File: src/rtl/piso_pkg.sv
// Framing constants and receiver state type shared by the PISO transmitter and
// the SIPO receiver: four byte slots, each 8 data bits LSB first plus even parity.
package piso_pkg;

    localparam int BYTE_BITS      = 8;
    localparam int NUM_SLOTS      = 4;
    localparam int SLOT_BITS      = BYTE_BITS + 1;
    localparam int FRAME_BITS     = NUM_SLOTS * SLOT_BITS;
    localparam int DATA_BITS      = NUM_SLOTS * BYTE_BITS;
    localparam int PAR_POS        = SLOT_BITS - 1;
    localparam int LAST_BIT       = FRAME_BITS - 1;
    localparam int MAX_RESP_DELAY = 8;
    localparam int RESP_CNT_W     = $clog2(MAX_RESP_DELAY);

    typedef enum logic {
        RECV = 1'b0,
        RESP = 1'b1
    } rx_state_t;

endpackage

File: src/rtl/sipo_receiver.sv
// Serial-in/parallel-out frame receiver: checks framing and per-byte parity,
// answers with a delayed ack/nack pulse and presents the word on a valid/ready port.
module sipo_receiver
    import piso_pkg::*;
#(
    parameter int RESP_DELAY = 1,
    parameter int CNT_W      = 8
) (
    input  logic                 clk_i,
    input  logic                 reset_n_i,
    input  logic                 s_i,
    input  logic                 valid_i,
    input  logic                 last_i,
    output logic                 ack_o,
    output logic                 nack_o,
    output logic [DATA_BITS-1:0] p_o,
    output logic                 valid_o,
    input  logic                 rdy_i,
    output logic [CNT_W-1:0]     nack_cnt_o
);

    localparam int BIT_CNT_W = 6;
    localparam logic [BIT_CNT_W-1:0]  SLOT_BITS_C = BIT_CNT_W'(SLOT_BITS);
    localparam logic [BIT_CNT_W-1:0]  LAST_IDX    = BIT_CNT_W'(LAST_BIT);
    localparam logic [3:0]            PAR_POS_C   = 4'(PAR_POS);
    localparam logic [RESP_CNT_W-1:0] RESP_LOAD   = RESP_CNT_W'(RESP_DELAY - 1);

    rx_state_t                state_q, state_d;
    logic [BIT_CNT_W-1:0]     bit_cnt_q, bit_cnt_d;
    logic [RESP_CNT_W-1:0]    resp_cnt_q, resp_cnt_d;
    logic [DATA_BITS-1:0]     data_q, data_d;
    logic                     par_acc_q, par_acc_d;
    logic                     par_err_q, par_err_d;
    logic                     frame_err_q, frame_err_d;
    logic                     ack_q, ack_d;
    logic                     nack_q, nack_d;
    logic [DATA_BITS-1:0]     p_q, p_d;
    logic                     valid_q, valid_d;
    logic [CNT_W-1:0]         nack_cnt_q, nack_cnt_d;

    logic [1:0]               slot;
    logic [3:0]               pos;
    logic                     good;

    assign slot = 2'(bit_cnt_q / SLOT_BITS_C);
    assign pos  = 4'(bit_cnt_q % SLOT_BITS_C);

    always_comb begin
        // NOTE: every variable gets a default before any branch, so no path
        // leaves one unassigned and no latch is inferred.
        state_d     = state_q;
        bit_cnt_d   = bit_cnt_q;
        resp_cnt_d  = resp_cnt_q;
        data_d      = data_q;
        par_acc_d   = par_acc_q;
        par_err_d   = par_err_q;
        frame_err_d = frame_err_q;
        ack_d       = 1'b0;
        nack_d      = 1'b0;
        p_d         = p_q;
        valid_d     = valid_q;
        nack_cnt_d  = nack_cnt_q;
        good        = 1'b0;

        if (valid_q && rdy_i) begin
            valid_d = 1'b0;
        end

        unique case (state_q)
            RECV: begin
                if (valid_i) begin
                    if (!last_i && bit_cnt_q == LAST_IDX) begin
                        // Overlong frame: flag it and discard bits until last_i.
                        frame_err_d = 1'b1;
                    end else begin
                        if (pos == PAR_POS_C) begin
                            if (s_i != par_acc_q) begin
                                par_err_d = 1'b1;
                            end
                            par_acc_d = 1'b0;
                        end else begin
                            data_d[{slot, pos[2:0]}] = s_i;
                            par_acc_d                = par_acc_q ^ s_i;
                        end

                        if (last_i) begin
                            if (bit_cnt_q != LAST_IDX) begin
                                frame_err_d = 1'b1;
                            end
                            bit_cnt_d  = '0;
                            resp_cnt_d = RESP_LOAD;
                            state_d    = RESP;
                        end else begin
                            bit_cnt_d = bit_cnt_q + 1'b1;
                        end
                    end
                end
            end

            RESP: begin
                if (resp_cnt_q != '0) begin
                    resp_cnt_d = resp_cnt_q - 1'b1;
                end else begin
                    // A word still waiting for the consumer refuses the new frame.
                    good = !par_err_q && !frame_err_q && !(valid_q && !rdy_i);
                    if (good) begin
                        ack_d   = 1'b1;
                        p_d     = data_q;
                        valid_d = 1'b1;
                    end else begin
                        nack_d = 1'b1;
                        if (nack_cnt_q != '1) begin
                            nack_cnt_d = nack_cnt_q + 1'b1;
                        end
                    end
                    par_err_d   = 1'b0;
                    frame_err_d = 1'b0;
                    par_acc_d   = 1'b0;
                    state_d     = RECV;
                end
            end

            default: state_d = RECV;
        endcase
    end

    always_ff @(posedge clk_i or negedge reset_n_i) begin
        // NOTE: the capture register is an ordinary flop bank, so it is reset
        // with the rest; p_o must read zero out of reset.
        if (!reset_n_i) begin
            state_q     <= RECV;
            bit_cnt_q   <= '0;
            resp_cnt_q  <= '0;
            data_q      <= '0;
            par_acc_q   <= 1'b0;
            par_err_q   <= 1'b0;
            frame_err_q <= 1'b0;
            ack_q       <= 1'b0;
            nack_q      <= 1'b0;
            p_q         <= '0;
            valid_q     <= 1'b0;
            nack_cnt_q  <= '0;
        end else begin
            // NOTE: non-blocking assignments so every flop samples the values
            // from before this edge, independent of statement order.
            state_q     <= state_d;
            bit_cnt_q   <= bit_cnt_d;
            resp_cnt_q  <= resp_cnt_d;
            data_q      <= data_d;
            par_acc_q   <= par_acc_d;
            par_err_q   <= par_err_d;
            frame_err_q <= frame_err_d;
            ack_q       <= ack_d;
            nack_q      <= nack_d;
            p_q         <= p_d;
            valid_q     <= valid_d;
            nack_cnt_q  <= nack_cnt_d;
        end
    end

    assign ack_o      = ack_q;
    assign nack_o     = nack_q;
    assign p_o        = p_q;
    assign valid_o    = valid_q;
    assign nack_cnt_o = nack_cnt_q;

endmodule

File: config.mk
export PLATFORM = sky130hd
export DESIGN_NAME = sipo_receiver
export DESIGN_NICKNAME = d
export VERILOG_FILES = /design/src/rtl/piso_pkg.sv /design/src/rtl/sipo_receiver.sv
export SDC_FILE = /design/constraint.sdc
export NUM_CORES = 1
export LEC_CHECK = 0
export CORE_ASPECT_RATIO = 1.2
export CORE_UTILIZATION = 30
export CTS_CLUSTER_SIZE = 40
export DETAILED_ROUTE_END_ITERATION = 12
export DONT_BUFFER_PORTS = 1
export PLACE_DENSITY = 0.44
export SYNTH_ARGS = -nofsm -noshare
export SYNTH_HDL_FRONTEND = slang
export SYNTH_SLANG_ARGS = --single-unit
File: constraint.sdc
create_clock -name clk_i -period 4.1 [get_ports clk_i]
set_input_delay 0.82 -clock clk_i [delete_from_list [all_inputs] [get_ports clk_i]]
set_output_delay 0.82 -clock clk_i [all_outputs]
set_load 0.005 [all_outputs]
# ---- Word-level counts from Yosys, hierarchy flattened
# Cells that the tools add are included.
dict set report totals {
  ff_bits 88
  in_bits 6
  output_inout_bits 43
}
dict set report classes {
  addsub 3
  div_mod_pow 2
  order_cmp 2
  n_eq_ne 14
  muxes 39
  bitwise_logic 6
  n_reduce_logical 20
}
# cell n
set op_table {}
lappend op_table {{$bwmux 32} 1}
lappend op_table {{$mux 1} 27}
lappend op_table {{$reduce_and 4->1} 4}
lappend op_table {{$mux 3} 4}
lappend op_table {{$ne 2x2->1 const B} 6}
lappend op_table {{$reduce_and 3->1} 3}
lappend op_table {{$add 8x1->8 const B} 1}
lappend op_table {{$ne 8x8->1 const B} 1}
lappend op_table {{$pmux 1 s2} 4}
lappend op_table {{$add 6x1->6 const B} 1}
lappend op_table {{$div 6x4->6 const B} 1}
lappend op_table {{$eq 6x6->1 const B} 1}
lappend op_table {{$logic_and 1x1->1} 6}
lappend op_table {{$lt 5x6->1 const B} 1}
lappend op_table {{$mod 6x4->6 const B} 1}
lappend op_table {{$mux 6} 1}
lappend op_table {{$ne 3x3->1 const B} 2}
lappend op_table {{$ne 6x6->1 const B} 1}
lappend op_table {{$pmux 3 s2} 1}
lappend op_table {{$demux 1 s5} 1}
lappend op_table {{$ge 5x1->1 const B} 1}
lappend op_table {{$logic_not 1->1} 5}
lappend op_table {{$not 1->1} 5}
lappend op_table {{$reduce_and 5->1} 1}
lappend op_table {{other kinds (6)} 6}

# ---- Longest topological paths before layout
# Gate-level depths: netlist (run 1).
dict set report logic_depth {
  depth_word 7
  mapped_depth 16
}

# ---- Worst setup path before layout (run 1)
# OpenSTA, ideal clock, no wires.
dict set report synth_timing {
  path_type {reg2reg}
  from {register bit_cnt_q[4]}
  to {register data_q[23]}
  setup_ns 0.128
  arrival_ns 3.809
  t_required_ns 3.972
  path_slack_ns 0.163
  stages_incl_launch_ff 17
  n_path_buf 3
  path_cell_list {dfrtp_1 -> buf_4 -> nor2_1 -> o21a_1 -> ha_1 -> and2b_2 -> o22ai_4 -> a211oi_4 -> xnor2_2 -> ha_1 -> clkbuf_1 -> nand2b_1 -> o31a_1 -> or4_4 -> buf_6 -> a21oi_1 -> mux2_1}
}
dict set report synth_between {
  elab_chain_cells 6
  word_cells_on_any_way 14
  classes_between {2 x div; 2 x order compare; 2 x eq/ne; 3 x mux; 2 x bitwise; 3 x reduce/logical}
}
# item line_no
set synth_lines {}
lappend synth_lines {{start, declared} sipo_receiver.sv:29} ;# logic [BIT_CNT_W-1:0] bit_cnt_q, bit_cnt_d;
lappend synth_lines {{start signal, assigned} sipo_receiver.sv:147} ;# bit_cnt_q <= bit_cnt_d;
lappend synth_lines {{$mod 6x4->6 / $div 6x4->6 (equally long branches)} {sipo_receiver.sv:46, sipo_receiver.sv:45}}
lappend synth_lines {{$lt 5x6->1 (implied by the code) / $ge 5x1->1 (equally long branches)} sipo_receiver.sv:82} ;# data_d[{slot, pos[2:0]}] = s_i;
lappend synth_lines {{$logic_and 1x1->1 (implied by the code)} sipo_receiver.sv:82}
lappend synth_lines {{$mux 1 (implied by the code)} sipo_receiver.sv:82}
lappend synth_lines {{$demux 1 s5} sipo_receiver.sv:82}
lappend synth_lines {{$bwmux 32} sipo_receiver.sv:82}
lappend synth_lines {{end signal, assigned} sipo_receiver.sv:149} ;# data_q <= data_d;
lappend synth_lines {{end, declared} sipo_receiver.sv:31} ;# logic [DATA_BITS-1:0] data_q, data_d;
# Several ways; a longest one is shown, not always the timed one.
# A chain may end at the register's enable or synchronous reset.

# ---- Worst setup path after layout (run 1)
dict set report layout_timing {
  from {register bit_cnt_q[5]}
  to {register data_q[19]}
}
# The elaborated chain is that of the path after synthesis.

==> metrics.md, run 1 <==
| Metric | Value |
|---|---|
| Outcome | `finished with violations` |
| Failing checks | `DRC` |
| DRC | `1` |
| Worst vdd ir | `0.197 mV` |
| Vias | `2897` |
| ANT cells | `0` |
| Setup Buffers After CTS | `0` |
| Slowest cell delay on critical path | `480 ps` |
| Setup violations, final | `0` |
| Largest net degree at the start of global routing | `89` |
| Core area | `14000 sq um` |
| Critical-path cell list | `nand2b_1, o21a_1, ha_1, and2b_2, o22ai_4, a211oi_4, xnor2_2, ha_1, nand2b_1, o31a_1, or4_4, a21oi_1, mux2_1` |
| Yosys warning count | `0` |
| Nets@finish | `404` |
| P&R area growth vs syn | `15.2%` |
| Vias in the first global route | `between 3k and 4k` |
| Ys async rst share | `100%` |
| Max frequency | `267 MHz` |
| Count of cell types in the netlist | `65` |
| Initial DRT Pass Iterations | `8` |
| Setup TNS | `0 ps` |
| Fraction of layout cells with a size suffix above 1 | `26.5%` |
| CP Capture Type | `flop` |
| Iter 0 DRT Violations | `180` |
| Post-synthesis sequential area ratio | `50.4%` |
| Number of flops mapped to enable cells by yosys | `0` |
| Mapped Cells | `about 370` |
| Post-synthesis cell area | `between 4000 and 5000 sq um` |
| Post-DP HPWL | `about 7000 microns` |
| Num CTS Buffers | `9` |
| Commonest cells in the netlist | `88 x dfrtp_1, 48 x mux2_2, 23 x nand2_1, 18 x mux2_1, 17 x a21oi_1` |
| Final Cycle Share | `91.3%` |
| Mean Syn Cell Area | `~12 sq um` |
| Root buffer cell | `clkbuf_16` |
| Max Root-Sink Buffers | `2` |
| Worst-Skew Late Latency | `340 ps` |
| Initial cell density of the core | `a little under a third` |
| Initial antenna violation count | `0` |
| Headroom to the max-slew limit | `about 49%` |
| Synth top area cells | `dfrtp_1 50%, mux2_2 12%, mux2_1 4.6%, ha_1 2.9%, nand2_1 2.0%` |
| LEAKAGE | `2.30 nW` |
| CTS tree | `built` |
| Row count | `47` |
| DR WL/cell | `17.3 microns` |
| CTS resizes | `0` |
| FILL cells | `1399` |
| Hold slack | `170 ps` |
| Post-Route WL | `9730 microns` |
| Startpoint Class | `flop` |
| Crit path max fanout | `6` |
| Die area | `about 15000 sq um` |
| Top FF cell, synth | `dfrtp_1` |
| Yosys top cell by area | `dfrtp_1` |
| Max_cap viols | `0` |
| Hold_buf cts | `0` |
| Clock Sinks | `88` |
| Avg Vias per Cell | `slightly above 5` |
| Worst Setup Path Type | `flop to flop` |
| Hold Fails Final Rpt | `0` |
| RSZ-0062 raised after global routing | `false` |
| GRT overflow | `0` |
| Buf/Inv on CP | `0` |
| Top Ports | `49` |
| CP max-delay cell | `or4_4` |
| Final Slew Violations | `0` |
| First-pass GRT wire length | `16000 microns` |
| Power Density | `482 nW/um^2` |
| CP top delay family | `compound AO/OA/AOI/OAI gates` |
| CP Data Required Time | `4330 ps` |
| Detail Route Antenna Nets | `0` |
| Count leader, synth | `dfrtp_1` |
| Worst-margin pin slew | `754 ps` |
| Buffers added on ports | `0` |
| Horiz. Die Dim | `approximately 110 microns` |
| Post-layout min period | `3740 ps` |
| Hold WC Path Type | `primary input to asynchronous set/reset pin` |
| Post-Route Skew | `8.56 ps` |
| Die Y | `134 microns` |
| H-Tree Depth | `3` |
| Clk pin slew, worst setup/hold paths | `70 ps` |
| Worst Path Arrival | `around 4000 ps` |
| Synth top area share | `50.4%` |
| Placer congestion estimate | `about 0.81` |
| Yosys reg bits | `88` |
| Syn_nets | `384` |
| Total Routing Usage GR | `13.7%` |
layout make-up:
cell class	count	area (sq um)	share of cell area, %
flip-flops and latches	88	2200	43.7
multi-input cells	253	2050	40.6
clock buffers	9	225	4.47
well taps	171	214	4.25
repair buffers	26	195	3.88
clock inverters	6	115	2.29
inverters	10	37.5	0.746
final timing paths:
kind / depth (start not counted) / end / start / slack [ps]
setup / recovery: 13 / data_q[19] / bit_cnt_q[5] / 360
max in group asynchronous: 0 / p_o[10] / reset_n_i / 3810
hold reg to reg: 1 / data_q[19] / data_q[19] / 480
setup reg to reg: 13 / data_q[19] / bit_cnt_q[5] / 360
min in group clk_i: 1 / data_q[19] / data_q[19] / 480
hold / removal: 0 / p_o[30] / reset_n_i / 170
metal layers:
layer | part of all wire, % | routed length (microns) | global-route usage [%] | vias up
li1 | - | - | - | 1387
met1 | 43 | 4220 | 16.5 | 1448
met2 | 51 | 5000 | 23.8 | 47
met3 | 3.3 | 318 | 3.07 | 15
met4 | 2.0 | 195 | 5.41 | 0
met5 | 0 | 0 | 0 | -
power by group:
group	internal (mW)	switching, mW
Combinational	0.186	0.182
Sequential	0.995	0.106
Clock	0.597	0.361
Total	1.78	0.650
state kept, by name (all words and copies together) (netlist names):
signal / cells
valid_o: 1
nack_o: 1
par_err_q: 1
nack_cnt_o: 8
p_o: 32
data_q: 32
bit_cnt_q: 6
state_q: 1
par_acc_q: 1
frame_err_q: 1
resp_cnt_q: 3
ack_o: 1
metrics by stage:
stage / area (sq um) / std cells / util, % / setup WS, ps / total power [mW]
floorplan: 4370 / 368 / - / 163 / 1.36
global placement: 4690 / 548 / 33.5 / 443 / 1.49
detailed placement: 4690 / 548 / 33.5 / 385 / 1.49
CTS: 5030 / 563 / 36.0 / 363 / 2.46
global route: 5030 / 563 / 36.0 / 177 / 2.54
finish: 5030 / 563 / 36.0 / 358 / 2.43
worst register-to-register path, cell delays in order (launching register included):
cell,delay [ps]
dfrtp_1,440
nand2b_1,110
o21a_1,220
ha_1,240
and2b_2,280
o22ai_4,100
a211oi_4,360
xnor2_2,140
ha_1,230
nand2b_1,190
o31a_1,350
or4_4,480
a21oi_1,170
mux2_1,330
cell families after synthesis:
family | after synthesis | share of synthesized area, %
adder cells (fa/ha/maj) | 10 | 2.86
multiplexers | 66 | 17.0
XOR/XNOR | 10 | 2.18
buffers and inverters | 27 | 2.83
AND/OR/NAND/NOR | 80 | 10.3
AO/OA/AOI/OAI | 87 | 14.4
flip-flops | 88 | 50.4
cell usage in the layout (no fill, tap or decap), types with 3 or more instances in the layout:
master	count
bufinv_16	3
a21boi_1	3
o21bai_1	4
mux2_2	48
and3_1	3
a21oi_1	17
o21ai_1	11
clkbuf_16	9
buf_4	26
nor2_1	9
a211oi_1	4
o31ai_1	3
nor3_1	5
o221ai_1	4
dfrtp_1	88
o21ai_0	10
inv_1	10
a21boi_0	3
o22ai_1	4
nand2_1	23
mux2_1	18
xnor2_1	6
nor2b_1	4
nand2b_1	7
nand4_1	6
ha_1	10
xor2_1	3
a211o_1	3
nand3_1	5
(Power assumes the default switching activity.)
==> run 2, diff against run 1 <==
CTS_BUF_LIST = sky130_fd_sc_hd__clkbuf_4   (was not set)
==> metrics.md, run 2 (synthesized netlist as in run 1, its figures left out) <==
| Metric | Value |
|---|---|
| R2r worst-path depth | `13 (unchanged)` |
| CP max-delay cell | `or4_4` |
| P&R area growth vs syn | `12.1%` |
| Startpoint Class | `flop` |
| Initial antenna violation count | `1 (+1)` |
| Worst Path Arrival | `4110 ps (+140 ps)` |
| Final instance area | `4900 sq um (-2.7%)` |
| CP Capture Type | `flop` |
| Post-Route WL | `9740 microns (about the same)` |
| Worst-margin pin slew | `754 ps (+0.372 ps)` |
| Commonest non-fill, non-tap cell in the layout | `dfrtp_1` |
| NetSw | `0.611 mW (-6.0%)` |
| Worst Setup Path Type | `flop to flop` |
| Setup TNS | `0 ps (unchanged)` |
| Root buffer cell | `clkbuf_4` |
| Fraction of layout cells with a size suffix above 1 | `26.4% (-0.13 points)` |
| Switching Fraction | `29.1% (+2.3 points)` |
| R2R Setup Slk | `340 ps (-20 ps)` |
| Hold_buf cts | `1 (+1)` |
| Core area | `14000 sq um (unchanged)` |
| Post-Route Skew | `15.3 ps (+6.76 ps)` |
| Multi-input gate area | `2050 sq um (unchanged)` |
| Slowest cell delay on critical path | `480 ps (about the same)` |
| RSZ-0062 raised after global routing | `false` |
| First-pass GRT wire length | `16000 microns (unchanged)` |
| Die Y | `134 microns (unchanged)` |
| Post-DP HPWL | `6950 microns (unchanged)` |
| Setup WS pre-CTS | `385 ps (unchanged)` |
| Nets@finish | `406 (+0.50%)` |
| Post-layout min period | `3760 ps (+18.0 ps)` |
| GRT overflow | `0 (unchanged)` |
| Top Ports | `49 (unchanged)` |
| Die area | `15100 sq um (unchanged)` |
| Clk pin slew, worst setup/hold paths | `150 ps (+80 ps)` |
| DR WL/cell | `17.2 microns (-0.49%)` |
| Horiz. Die Dim | `112 microns (unchanged)` |
| Final Slew Violations | `0 (unchanged)` |
| Outcome | `finished with violations` |
| Clock Sinks | `88 (unchanged)` |
| Failing checks | `DRC` |
| Row count | `47 (unchanged)` |
| Iter 0 DRT Violations | `165 (-8.3%)` |
| Buffers added on ports | `0 (unchanged)` |
| FILL cells | `1417 (+1.3%)` |
| Vias in the first global route | `3052 (-0.13%)` |
| Power Density | `429 nW/um^2 (-11%)` |
| P_int | `1.49 mW (-16%)` |
| Worst vdd ir | `0.211 mV (+6.9%)` |
| Hold Fails Final Rpt | `0 (unchanged)` |
| Final core occ | `35.0% (-0.97 points)` |
| Max Root-Sink Buffers | `2 (unchanged)` |
| CTS resizes | `0 (unchanged)` |
| Initial DRT Pass Iterations | `8 (unchanged)` |
| Max frequency | `266 MHz (-0.48%)` |
| Largest net degree at the start of global routing | `75 (-16%)` |
| Placer congestion estimate | `0.810 (unchanged)` |
| Part of the power in combinational logic | `17.9% (+2.7 points)` |
| Clock power frac | `29.9% (-9.6 points)` |
| Vias | `2892 (-0.17%)` |
| DRC | `1 (unchanged)` |
| Worst reg2reg startpoint | `bit_cnt_q[5]` |
| Num CTS Buffers | `9 (unchanged)` |
| CTS tree | `built` |
| H-Tree Depth | `3 (unchanged)` |
| Worst-Skew Late Latency | `450 ps (+110 ps)` |
| FF/Latch Area | `2200 sq um (unchanged)` |
| Total Routing Usage GR | `13.7% (about the same)` |
| LEAKAGE | `2.23 nW (-2.7%)` |
| DP Area | `4690 sq um (unchanged)` |
| Worst reg2reg endpoint | `data_q[19]` |
| Reg power frac | `52.2% (+6.9 points)` |
| Critical-path cell list | `nand2b_1, o21a_1, ha_1, and2b_2, o22ai_4, a211oi_4, xnor2_2, ha_1, nand2b_1, o31a_1, or4_4, a21oi_1, mux2_1` |
| Initial cell density of the core | `31.2% (unchanged)` |
| Crit path max fanout | `6 (unchanged)` |
| Final worst slack | `340 ps (-18.0 ps)` |
| Setup Buffers After CTS | `0 (unchanged)` |
| Commonest non-fill, non-tap cells in the layout | `88 x dfrtp_1, 48 x mux2_2, 26 x buf_4` |
| Total power | `2.10 mW (-13%)` |
| Setup violations, final | `0 (unchanged)` |
| Max_cap viols | `0 (unchanged)` |
| CP Data Required Time | `4450 ps (+120 ps)` |
| Headroom to the max-slew limit | `49.4% (about the same)` |
| Hold WC Path Type | `primary input to asynchronous set/reset pin` |
| Avg Vias per Cell | `5.11 (-0.70%)` |
| Detail Route Antenna Nets | `0 (unchanged)` |
| Final Cycle Share | `91.7% (+0.44 points)` |
[run 2: cell types whose count changed in the layout (fill, tap and decap cells not counted), sizes merged]
cell / previous run / this run
diode: 0 / 1
dlygate4sd3: 0 / 2
[run 2: worst max-delay path: cells and delay by family (launching register included)]
family                     cells  cell delay (ps)
AOI/OAI and AO/OA              5             1210
and+or+nand+nor                4             1060
DFF                            1              470
adders and majority gates      2              470
muxes                          1              330
xor gates and xnor gates       1              130
[run 2: power groups by stage]
stage	registers [mW]	logic, mW	clock network, mW
2_1_floorplan	1.08	0.273	0
3_3_place_gp	1.12	0.370	0
3_5_place_dp	1.12	0.372	0
4_1_cts	1.10	0.378	0.654
5_1_grt	1.12	0.417	0.680
6_report	1.10	0.376	0.628
[run 2: cell type report]
class	instances	area share, %
Sequential cell	88	44.9
Multi-Input combinational cell	253	41.8
Timing Repair Buffer	28	4.39
Tap cell	171	4.37
Clock inverter	6	2.35
Clock buffer	9	1.38
Inverter	10	0.766
Antenna cell	1	0.0511
[run 2: worst max path at each step]
stage                             from         end  slack, ps  depth (start not counted)
after floorplan           bit_cnt_q[4]  data_q[23]        160                         16
after global placement    bit_cnt_q[2]   data_q[0]        440                         14
after detailed placement  bit_cnt_q[5]  data_q[19]        390                         13
after CTS                 bit_cnt_q[5]  data_q[19]        360                         13
after global routing      bit_cnt_q[5]  data_q[19]        170                         13
final                     bit_cnt_q[5]  data_q[19]        340                         13
[run 2: routing by layer]
| layer | part of all wire (%) | track usage, % | vias to the layer above | routed length, microns |
|---|---|---|---|---|
| met2 | 52 | 23.7 | 31 | 5030 |
| li1 | - | - | 1392 | - |
| met1 | 44 | 16.7 | 1454 | 4260 |
| met3 | 2.5 | 2.53 | 15 | 244 |
| met5 | 0 | 0 | - | 0 |
| met4 | 2.1 | 6.07 | 0 | 203 |
[run 2: through the flow]
stage,cells,hold slack (ps)
after floorplan,368,454
after global placement,548,478
after detailed placement,548,475
after CTS,564,1.92
after global routing,566,6.47
final,566,40.3
